--- src/rtl/alu_exec_unit.sv ---
// Execute-stage ALU. Single-cycle logic/arith ops, iterative one-bit-per-cycle shifts,
// and a registered result held until the consumer takes it.
module alu_exec_unit #(
  parameter int WIDTH = 32,
  parameter int SHW   = 5
) (
  input  logic             clk,
  input  logic             rst_n,
  input  logic             in_valid,
  output logic             in_ready,
  input  logic [3:0]       alu_ctrl,
  input  logic [WIDTH-1:0] op_a,
  input  logic [WIDTH-1:0] op_b,
  output logic             out_valid,
  input  logic             out_ready,
  output logic [WIDTH-1:0] result,
  output logic             zero,
  output logic             illegal
);
  localparam logic [3:0] OP_AND = 4'b0000;
  localparam logic [3:0] OP_OR  = 4'b0001;
  localparam logic [3:0] OP_ADD = 4'b0010;
  localparam logic [3:0] OP_SLL = 4'b0011;
  localparam logic [3:0] OP_SRL = 4'b0100;
  localparam logic [3:0] OP_SRA = 4'b0101;
  localparam logic [3:0] OP_SUB = 4'b0110;
  localparam logic [3:0] OP_SLT = 4'b0111;
  localparam logic [3:0] OP_NOR = 4'b1100;

  typedef enum logic [1:0] {S_IDLE, S_SHIFT, S_HOLD} state_t;

  state_t           state;
  logic [WIDTH-1:0] work, work_nxt, alu_res;
  logic [SHW-1:0]   cnt;
  logic [3:0]       sop;
  logic             smsb, alu_ill, is_shift, accept;

  // A held result frees the unit in the same cycle the consumer takes it.
  assign in_ready = rst_n & ((state == S_IDLE) | ((state == S_HOLD) & out_ready));
  assign accept   = in_valid & in_ready;

  always_comb begin
    alu_res  = '0;
    alu_ill  = 1'b0;
    is_shift = 1'b0;
    case (alu_ctrl)
      OP_AND: alu_res = op_a & op_b;
      OP_OR:  alu_res = op_a | op_b;
      OP_ADD: alu_res = op_a + op_b;
      OP_SUB: alu_res = op_a - op_b;
      OP_SLT: alu_res = {{(WIDTH-1){1'b0}}, $signed(op_a) < $signed(op_b)};
      OP_NOR: alu_res = ~(op_a | op_b);
      OP_SLL, OP_SRL, OP_SRA: begin
        alu_res  = op_a;
        is_shift = 1'b1;
      end
      default: alu_ill = 1'b1;
    endcase
  end

  always_comb begin
    case (sop)
      OP_SLL:  work_nxt = {work[WIDTH-2:0], 1'b0};
      OP_SRA:  work_nxt = {smsb, work[WIDTH-1:1]};
      default: work_nxt = {1'b0, work[WIDTH-1:1]};
    endcase
  end

  always_ff @(posedge clk) begin
    if (!rst_n) begin
      state     <= S_IDLE;
      result    <= '0;
      zero      <= 1'b0;
      illegal   <= 1'b0;
      out_valid <= 1'b0;
      cnt       <= '0;
      work      <= '0;
      sop       <= OP_AND;
      smsb      <= 1'b0;
    end else begin
      case (state)
        S_SHIFT: begin
          work <= work_nxt;
          cnt  <= cnt - 1'b1;
          if (cnt == SHW'(1)) begin
            state     <= S_HOLD;
            result    <= work_nxt;
            zero      <= (work_nxt == '0);
            illegal   <= 1'b0;
            out_valid <= 1'b1;
          end
        end
        default: begin
          if (accept) begin
            // Zero-amount shifts bypass the iterator and complete like any single-cycle op.
            if (is_shift && (op_b[SHW-1:0] != '0)) begin
              state     <= S_SHIFT;
              work      <= op_a;
              cnt       <= op_b[SHW-1:0];
              sop       <= alu_ctrl;
              smsb      <= op_a[WIDTH-1];
              out_valid <= 1'b0;
            end else begin
              state     <= S_HOLD;
              result    <= alu_res;
              zero      <= (alu_res == '0);
              illegal   <= alu_ill;
              out_valid <= 1'b1;
            end
          end else if ((state == S_HOLD) && out_ready) begin
            state     <= S_IDLE;
            out_valid <= 1'b0;
          end
        end
      endcase
    end
  end
endmodule

--- config.mk ---
export PLATFORM = sky130hd
export DESIGN_NAME = alu_exec_unit
export DESIGN_NICKNAME = d
export VERILOG_FILES = /design/src/rtl/alu_exec_unit.sv
export SDC_FILE = /design/constraint.sdc
export NUM_CORES = 1
export LEC_CHECK = 0
export BUFFER_PORTS_ARGS = -buffer_cell sky130_fd_sc_hd__clkbuf_2
export CAP_MARGIN = 20
export CORE_AREA = 2 2 131 133
export DETAILED_ROUTE_END_ITERATION = 16
export DIE_AREA = 0 0 133 135
export PLACE_DENSITY = 0.79
export RECOVER_POWER = 25
export SYNTH_ARGS = -nofsm -noshare
export SYNTH_HDL_FRONTEND = slang
export SYNTH_SLANG_ARGS = --single-unit
--- constraint.sdc ---
create_clock -name clk -period 4.6 [get_ports clk]
set_input_delay 0.46 -clock clk [delete_from_list [all_inputs] [get_ports clk]]
set_output_delay 0.46 -clock clk [all_outputs]
set_load 0.02 [all_outputs]
==> impl_metrics.tcl, run 1 <==
set metrics [dict create \
    cp.arrival_ns 4.37 \
    hpwl_um 29610 \
    tightest_slew_ns 1.102 \
    synth_edf_count 0 \
    fillerInstances 1527 \
    root_buffer "clkbuf_16" \
    die_area_um2 17960 \
    path_max_fanout 6 \
    fin_crit_sh_pct 89.02 \
    cts_hold_buf 0 \
    num_io_pins 108 \
    clkTransAtPathRegs_ns 0.06 \
    final_antenna_net_count 0 \
    area_delta_synth_final_pct 11.36 \
    cts-resized-gates 0 \
    overflow 0 \
    first_global_vias 10652 \
    finalWirelength_um 39000 \
    multi_input_area_um2 7490 \
    finalSetupViolCount 0 \
    clkPwrFrac_pct 30.7 \
    coreArea_um2 16410 \
    dp_slack_ns 0.3816 \
    p_int_w 0.001551 \
    gp_congestion 1.014 \
    cts_setup_buffers 0 \
    fp.dieW_um 133 \
    vias_per_cell 6.918 \
    rr_startpoint "state[0]" \
    maxCapViolations 0 \
    fin_crit_ns 4.095 \
    met2WireLength_um 17260 \
    yosysUniqueCellTypes 77 \
    switchingPower_w 0.0009991 \
    startpoint "op_a[0]" \
    grt_pass1_wl_um 59330 \
    grt_antenna_before_repair 1 \
    async_flop_share_pct 0 \
    htree_levels 3 \
    synthFlopType "dfxtp_1" \
    port_buffers 107 \
    drt_iter0_drc 1493 \
    dr.max_layer_used "met4" \
    critPathRequiredTime_ns 4.88 \
    clk_latency_ns 0.34 \
    crit_path_start_kind "input pin" \
    syn_avg_cell_area_um2 6.973 \
    powerDensity_nw_per_um2 233.5 \
    dr.pass1.iters 6 \
    grt_max_degree 74 \
    min_path_type "input pin to register" \
    p_leak_nw 4.482 \
    synth.net_count 1581 \
    grt_usage_pct 42.00 \
    num_rows 47 \
    cp-end-kind "register" \
    hold_violations 0 \
    slew_violations 0 \
    syn_area_um2 9804 \
    tns_ns 0 \
    seq_area_um2 1562 \
    sequentialPowerShare_pct 28.3 \
    numCtsBuffers 9 \
    m1WireLength_um 14980 \
    hold_start "op_b[1]" \
    fmax_ghz 0.2442 \
    wl_met3_um 3942 \
    peakVddDrop_mv 0.2381 \
    drive_gt1_share_pct 11.80 \
    synthCells 1406 \
    critPathKind "input pin to register" \
    cts_tree "yes" \
    setup_ws_ns 0.5050 \
    seq_area_frac_synth_pct 15.93 \
    yosysWarningCount 0 \
    nets 1644 \
    drcViolationCount 0 \
    status "completed" \
    rsz0062_at_grt "no" \
    cts.sinks 78 \
    fin_skew_ns 0.003904 \
    die_y_um 135 \
    switching_share_pct 39.19 \
    start_util_pct 59.76 \
    finalPower_w 0.002550 \
    ys_ff_latch 78 \
    clock_path_buffers 2 \
    relSlewSlack_pct 25.96 \
    wl_per_cell_um 23.01 \
    combinationalPowerShare_pct 41.0 \
    vias 11726 \
]
-- cell usage after synthesis, types with 9 or more instances --
library cell	count	area share [%]
a221o_1	11	1.1
mux2i_1	39	4.0
nand2b_1	14	0.89
o31ai_1	15	1.1
dfxtp_1	78	16
nand3_1	29	1.5
o211ai_1	28	2.1
a221oi_1	50	4.5
o21a_1	11	0.84
a211oi_1	19	1.5
clkbuf_1	86	3.3
buf_2	9	0.46
ha_1	101	13
o21ai_0	63	3.2
a21oi_1	134	6.8
nand2_1	120	4.6
nand4_1	16	1.0
inv_1	106	4.1
nor2_1	167	6.4
nor4_1	17	1.1
a21o_1	14	1.1
a22oi_1	17	1.3
nor2b_1	17	1.1
a31oi_1	16	1.0
and2_1	12	0.77
o22ai_1	10	0.64
xnor2_1	12	1.1
nor3_1	40	2.0
-- layout by cell type (no fill, tap or decap), types with 28 or more instances in the layout --
master,instances
dfxtp_1,78
ha_1,101
a221oi_1,50
nand3_1,29
inv_1,105
nor3_1,40
clkbuf_2,79
buf_4,45
o21ai_0,63
nor2_1,166
o211ai_1,28
mux2i_1,39
a21oi_1,133
nand2_1,120
clkbuf_1,28
-- path summary, 6_finish.rpt --
path                     end  slack [ns]  cells past startpoint
hold / removal        cnt[1]        0.44                      3
setup reg to reg        zero        1.43                     12
setup / recovery        zero        0.51                     17
hold reg to reg   result[16]        0.45                      2
-- per-layer routing --
layer,vias to the layer above,global-route usage (%)
met2,820,67.01
met5,-,0
li1,5300,-
met3,191,6.494
met4,0,25.45
met1,5415,53.61
-- power groups by stage --
stage	clock, W	combinational [W]	sequential (W)
6_report	0.000783	0.00105	0.000721
4_1_cts	0.000786	0.00101	0.000720
5_1_grt	0.000811	0.00112	0.000723
3_3_place_gp	0	0.00100	0.000734
2_1_floorplan	0	0.000648	0.000750
3_5_place_dp	0	0.00101	0.000735
-- flip-flops by register name, summed over array words and instances (netlist names), 4 cells and up --
| register | flops |
|---|---|
| result | 32 |
| sop | 4 |
| cnt | 5 |
| work | 32 |
-- final cells by class --
type / count / area share [%]
diodes: 1 / 0.02292
clock inverters: 6 / 0.8595
repair buffers: 153 / 7.862
clock buffers: 10 / 2.189
inverters: 106 / 3.644
flip-flops and latches: 78 / 14.30
well taps: 220 / 2.521
multi-input cells: 1121 / 68.60
-- metrics by stage --
| stage | utilization, % | hold slack [ns] | cell area [µm²] | std cells |
|---|---|---|---|---|
| 2_1_floorplan | - | 0.4364 | 9804 | 1406 |
| 3_3_place_gp | 64.71 | 0.4398 | 10620 | 1678 |
| 3_5_place_dp | 64.71 | 0.4449 | 10620 | 1678 |
| 4_1_cts | 66.74 | 0.4371 | 10950 | 1694 |
| 5_1_grt | 66.53 | 0.4562 | 10920 | 1694 |
| 6_report | 66.54 | 0.4428 | 10920 | 1695 |
-- worst max-delay path: stages --
cell and delay [ns]:
clkbuf_2 0.15, inv_1 0.08, ha_1 0.22, inv_1 0.07, fa_1 0.19, nor3b_1 0.46, o31ai_1 0.23, a21oi_1 0.38
nor4_1 0.16, o31ai_1 0.73, o21ai_0 0.17, a211o_1 0.33, mux2i_1 0.11, o21ai_0 0.09, buf_4 0.17, nor3_1 0.16
a32o_1 0.20
-- cell families after synthesis --
kind of cell / count (synthesis) / synth area share, %
flip-flops: 78 / 15.93
AND/OR/NAND/NOR: 495 / 24.57
multiplexers: 41 / 4.211
adder cells (fa/ha/maj): 103 / 13.30
AO/OA/AOI/OAI: 469 / 32.68
XOR/XNOR: 13 / 1.161
buffers and inverters: 207 / 8.155
(Power assumes the default switching activity.)
==> run 2: changes to the inputs <==
Settings changed: BUFFER_PORTS_ARGS -buffer_cell sky130_fd_sc_hd__clkbuf_2 to -buffer_cell sky130_fd_sc_hd__buf_4, HOLD_SLACK_MARGIN set to 0.15.
==> run 2 against run 1 <==
  * Fmax is essentially flat
  * Largest cell class unchanged
  * Design area up 0.83%
  * Flip-flop and latch count stayed put
  * Highest routed layer unchanged
  * Combinational power is essentially flat
==> impl_metrics.tcl, run 2 (synthesized netlist as in run 1, its figures left out) <==
set metrics [dict create \
    status "completed" \
    vias_per_cell 6.858 \
    final_antenna_net_count 0 \
    clk_latency_ns 0.34 \
    cts_tree "yes" \
    wl_per_cell_um 23.12 \
    cp.arrival_ns 4.38 \
    numCtsBuffers 9 \
    slowest_stage "or4_1" \
    die_y_um 135 \
    cts.sinks 78 \
    finalPower_w 0.002505 \
    drcViolationCount 0 \
    tightest_slew_ns 0.8168 \
    dr.pass1.iters 6 \
    slowest_delay_ns 0.58 \
    grt_usage_pct 42.44 \
    critPathKind "input pin to register" \
    area_delta_synth_final_pct 12.28 \
    drt_iter0_drc 1527 \
    num_rows 47 \
    nets 1635 \
    critPathRequiredTime_ns 4.88 \
    tns_ns 0 \
    cts_setup_buffers 0 \
    final_cell_mix "nor2_1, a21oi_1, nand2_1" \
    port_buffers 107 \
    fmax_ghz 0.2442 \
    gp_congestion 1.011 \
    critical-path-top-delay-family "compound AO/OA/AOI/OAI gates" \
    peakVddDrop_mv 0.2628 \
    crit_path_start_kind "input pin" \
    fin_crit_sh_pct 89.02 \
    min_path_type "input pin to register" \
    path_buf_inv 2 \
    grt_pass1_wl_um 60130 \
    rrSetupSlack_ns 1.43 \
    biggestRegsByFlops "result: 32 flops, work: 32 flops, cnt: 5 flops" \
    start_util_pct 59.76 \
    grt_max_degree 74 \
    path_cells "buf_4, inv_1, ha_1, nor3b_1, or4_1, o21ai_0, a21oi_1, o31a_1, o21ai_0, a21oi_1, a211oi_1, o2111ai_1, nor4_2, a32o_1" \
    grt_antenna_before_repair 0 \
    diodes 0 \
    finalSetupViolCount 0 \
    slew_violations 0 \
    overflow 0 \
    vias 11555 \
    cts-resized-gates 0 \
    die_area_um2 17960 \
    relSlewSlack_pct 44.14 \
    p_leak_nw 4.481 \
    htree_levels 3 \
    maxCapViolations 0 \
    cp-end-kind "register" \
    fin_skew_ns 0.006194 \
    root_buffer "clkbuf_16" \
    drive_gt1_share_pct 11.26 \
    clkTransAtPathRegs_ns 0.06 \
    num_io_pins 108 \
    fp.dieW_um 133 \
    clock_path_buffers 2 \
    coreArea_um2 16410 \
    final_common_cell "nor2_1" \
    powerDensity_nw_per_um2 227.6 \
    path_max_fanout 14 \
    finalWirelength_um 38960 \
    cts_hold_buf 0 \
    first_global_vias 10951 \
    rsz0062_at_grt "no" \
    hpwl_um 29670 \
    fin_crit_ns 4.095 \
    hold_violations 0 \
]
==> run 2: changes by cell type in the layout (fill, tap and decap cells not counted), sizes merged <==
| cell | previous run | this run |
|---|---|---|
| buf | 46 | 115 |
| diode | 1 | 0 |
| clkinvlp | 1 | 0 |
| clkbuf | 117 | 40 |
| inv | 107 | 106 |
| clkinv | 2 | 4 |
| bufinv | 2 | 1 |
==> run 2: area by class of cell <==
| cell class | instances | area (µm²) |
|---|---|---|
| fill | 1499 | 5399 |
| timing repair buffer | 144 | 973.4 |
| sequential | 78 | 1562 |
| multi-input combinational | 1121 | 7490 |
| clock buffer | 11 | 252.7 |
| tap | 220 | 275.3 |
| inverter | 106 | 397.9 |
| clock inverter | 5 | 57.56 |
==> run 2: path summary, 6_finish.rpt <==
kind | from | end | depth (start not counted)
max | op_a[6] | zero | 14
min | op_a[24] | work[24] | 3
max reg2reg | out_valid | zero | 11
min reg2reg | result[6] | result[6] | 2
==> run 2: metrics by stage <==
step | util (%) | hold slack, ns | std cells | setup WS, ns | cell area (µm²)
2_1_floorplan | - | 0.4364 | 1406 | 1.146 | 9804
3_3_place_gp | 65.81 | 0.4409 | 1668 | 0.2765 | 10800
3_5_place_dp | 65.81 | 0.4450 | 1668 | 0.3153 | 10800
4_1_cts | 67.70 | 0.4177 | 1684 | 0.6549 | 11110
5_1_grt | 67.09 | 0.4448 | 1685 | 0.1943 | 11010
6_report | 67.09 | 0.4218 | 1685 | 0.5051 | 11010
==> run 2: power breakdown <==
group,internal [W],total (W),switching (W),leakage (nW)
logic,0.000371,0.00106,0.000685,3.69
registers,0.000701,0.000721,0.0000197,0.632
clock network,0.000449,0.000729,0.000280,0.155
total,0.00152,0.00251,0.000984,4.48
==> run 2: worst min-delay path, stage by stage <==
cell and delay, ns:
buf_4 0.11, a221oi_1 0.07, nor2_1 0.08
==> run 2: metal layers <==
layer	track usage (%)	share of wire [%]
met5	0	0
met4	25.57	7.0
met3	7.695	9.8
met2	70.32	45
met1	51.45	38
==> run 3: changes to the inputs <==
Settings changed: ABC_AREA set to 1, CORE_AREA 2 2 131 133 to 2 2 135 137, DIE_AREA 0 0 133 135 to 0 0 137 139, PLACE_DENSITY 0.79 to 0.78, REMOVE_ABC_BUFFERS set to 1.
==> run 3 against run 2 <==
  * Total power rose by 2.4%
  * Clock power up 15%
  * Utilization down 2.6 points
  * Die area up 6.1%
  * Sequential share of layout area fell by 0.47 points
  * Largest power group unchanged
  * Highest routed layer unchanged
  * Via count grew 9.6%
  * Non-clock buffer count decreased by 26
  * Clock skew rose by 0.0019 ns
==> impl_metrics.tcl, run 3 <==
set metrics [dict create \
    setup_ws_ns 1.440 \
    path_max_fanout 44 \
    seq_area_frac_synth_pct 15.08 \
    slew_violations 0 \
    cp.arrival_ns 3.42 \
    grt_pass1_wl_um 61510 \
    powerDensity_nw_per_um2 225.4 \
    dpl.cell_count 2144 \
    maxCapViolations 0 \
    biggestRegsByFlops "result: 32 flops, work: 32 flops, cnt: 5 flops" \
    vias 12664 \
    combinationalPowerShare_pct 39.5 \
    cp-end-kind "register" \
    dr.max_layer_used "met4" \
    finalSetupViolCount 0 \
    vias_per_cell 5.863 \
    layout.cells.non_filler 2160 \
    port_buffers 107 \
    die_y_um 139 \
    syn_avg_cell_area_um2 5.530 \
    wl_met3_um 5125 \
    finalInstanceArea_um2 11380 \
    cts_tree "yes" \
    drt_iter0_drc 1566 \
    synth.top_cell.area_share_pct 22.11 \
    dp_slack_ns 1.276 \
    reg2regPathDepth 8 \
    fp.dieW_um 137 \
    worstHoldPathCells 2 \
    finalWirelength_um 39970 \
    fin_crit_ns 3.160 \
    root_buffer "clkbuf_16" \
    clock_path_buffers 2 \
    synthCells 1873 \
    critPathKind "register to register" \
    min_path_type "input pin to register" \
    drive_gt1_share_pct 6.836 \
    grt_usage_pct 41.38 \
    final_cell_mix "nand2_1, inv_1, nor2_1" \
    cts.sinks 78 \
    fin_crit_sh_pct 68.70 \
    p_leak_nw 6.034 \
    gp_congestion 1.047 \
    yosys-top-cells-count "nand2_1, inv_1, nor2_1, nand3_1, ha_1" \
    syn_area_um2 10360 \
    m1WireLength_um 16140 \
    met2WireLength_um 16910 \
    numCtsBuffers 9 \
    nets 2101 \
    drcViolationCount 0 \
    htree_levels 3 \
    cts_hold_buf 0 \
    synth_edf_count 0 \
    switchingPower_w 0.001028 \
    clk_latency_ns 0.34 \
    cts_setup_buffers 0 \
    die_area_um2 19040 \
    wl_per_cell_um 18.51 \
    synth_area_leader_cell "nand2_1" \
    clkTransAtPathRegs_ns 0.06 \
    diodes 0 \
    start_util_pct 58.66 \
    p_int_w 0.001538 \
    tns_ns 0 \
    final_antenna_net_count 0 \
    num_rows 49 \
    fin_skew_ns 0.008119 \
    cts-resized-gates 0 \
    yosysWarningCount 0 \
    status "completed" \
    crit_path_start_kind "register" \
    async_flop_share_pct 0 \
    tightest_slew_ns 1.146 \
    overflow 0 \
    placed_area_um2 11140 \
    rsz0062_at_grt "no" \
    area_delta_synth_final_pct 9.906 \
    relSlewSlack_pct 23.39 \
    synth_area_leaders "nand2_1, dfxtp_1, ha_1" \
    final_common_cell "nand2_1" \
    synthFlopType "dfxtp_1" \
    num_io_pins 108 \
    switching_share_pct 40.08 \
    grt_max_degree 45 \
    critPathRequiredTime_ns 4.86 \
    fmax_ghz 0.3165 \
    hold_violations 0 \
    coreArea_um2 17660 \
    first_global_vias 11626 \
    ys_ff_latch 78 \
    yosysUniqueCellTypes 46 \
    holdWs_ns 0.3541 \
    grt_antenna_before_repair 0 \
    hpwl_um 31720 \
    peakVddDrop_mv 0.3200 \
    sequentialPowerShare_pct 27.8 \
    yosysMostFrequentCell "nand2_1" \
    dr.pass1.iters 6 \
    clkPwrFrac_pct 32.7 \
]
[run 3: cell count changes in the layout (fill, tap and decap cells not counted), sizes merged, moves of 25 or more]
cell	previous run	this run
o21ai	65	95
buf	115	90
nand3	29	148
a31oi	16	63
inv	106	316
nor3	40	12
a221oi	50	11
mux2i	39	8
nand2	120	610
a21oi	134	72
o211ai	28	3
[run 3: path summary, 6_finish.rpt]
kind / from / end / slack [ns]
worst max-delay path: out_valid / result[1] / 1.44
worst min-delay path: alu_ctrl[1] / sop[2] / 0.35
worst min register to register: result[31] / result[31] / 0.47
worst max register to register: out_valid / result[1] / 1.44
[run 3: through the flow]
| step | power, W | utilization [%] |
|---|---|---|
| floorplan | 0.001348 | - |
| global placement | 0.001698 | 63.10 |
| detailed placement | 0.001704 | 63.10 |
| CTS | 0.002533 | 65.07 |
| global route | 0.002686 | 64.47 |
| finish | 0.002566 | 64.47 |
[run 3: power by group through the flow]
| stage | Clock [W] | Sequential (W) | Combinational (W) |
|---|---|---|---|
| 2_1_floorplan | 0 | 0.000739 | 0.000608 |
| 3_3_place_gp | 0 | 0.000727 | 0.000972 |
| 3_5_place_dp | 0 | 0.000727 | 0.000977 |
| 4_1_cts | 0.000838 | 0.000712 | 0.000983 |
| 5_1_grt | 0.000865 | 0.000714 | 0.00111 |
| 6_report | 0.000840 | 0.000713 | 0.00101 |
[run 3: final cells by class]
cell class | instances | area, µm²
timing repair buffer | 118 | 780.7
clock inverter | 6 | 117.6
sequential | 78 | 1562
multi-input combinational | 1402 | 7217
inverter | 317 | 1191
tap | 229 | 286.5
clock buffer | 10 | 229.0
fill | 1824 | 6274
[run 3: cells by family (layout without fill, tap and decap cells)]
kind of cell	count (synthesis)	in the layout	synth area share [%]
simple gates	996	996	39.55
buf+inv	393	451	15.37
flops	78	78	15.08
mux	8	8	0.7732
compound gates	293	293	16.48
fa+ha+maj	103	103	12.59
xor+xnor	2	2	0.1692
[run 3: worst max-delay path, cell delays in order, from the launching register on]
cell      delay, ns
dfxtp_1        0.33
inv_1          0.09
nand2_1        0.66
o311ai_1       0.56
inv_1          0.16
nor2_4         0.44
buf_4          0.49
o21ai_0        0.15
a31oi_1        0.17
[run 3: routing by layer]
layer  GRT usage (%)  up-vias
li1                -     6081
met1           55.34     5649
met2           63.32      817
met3           9.430      117
met4           17.85        0
met5               0        -
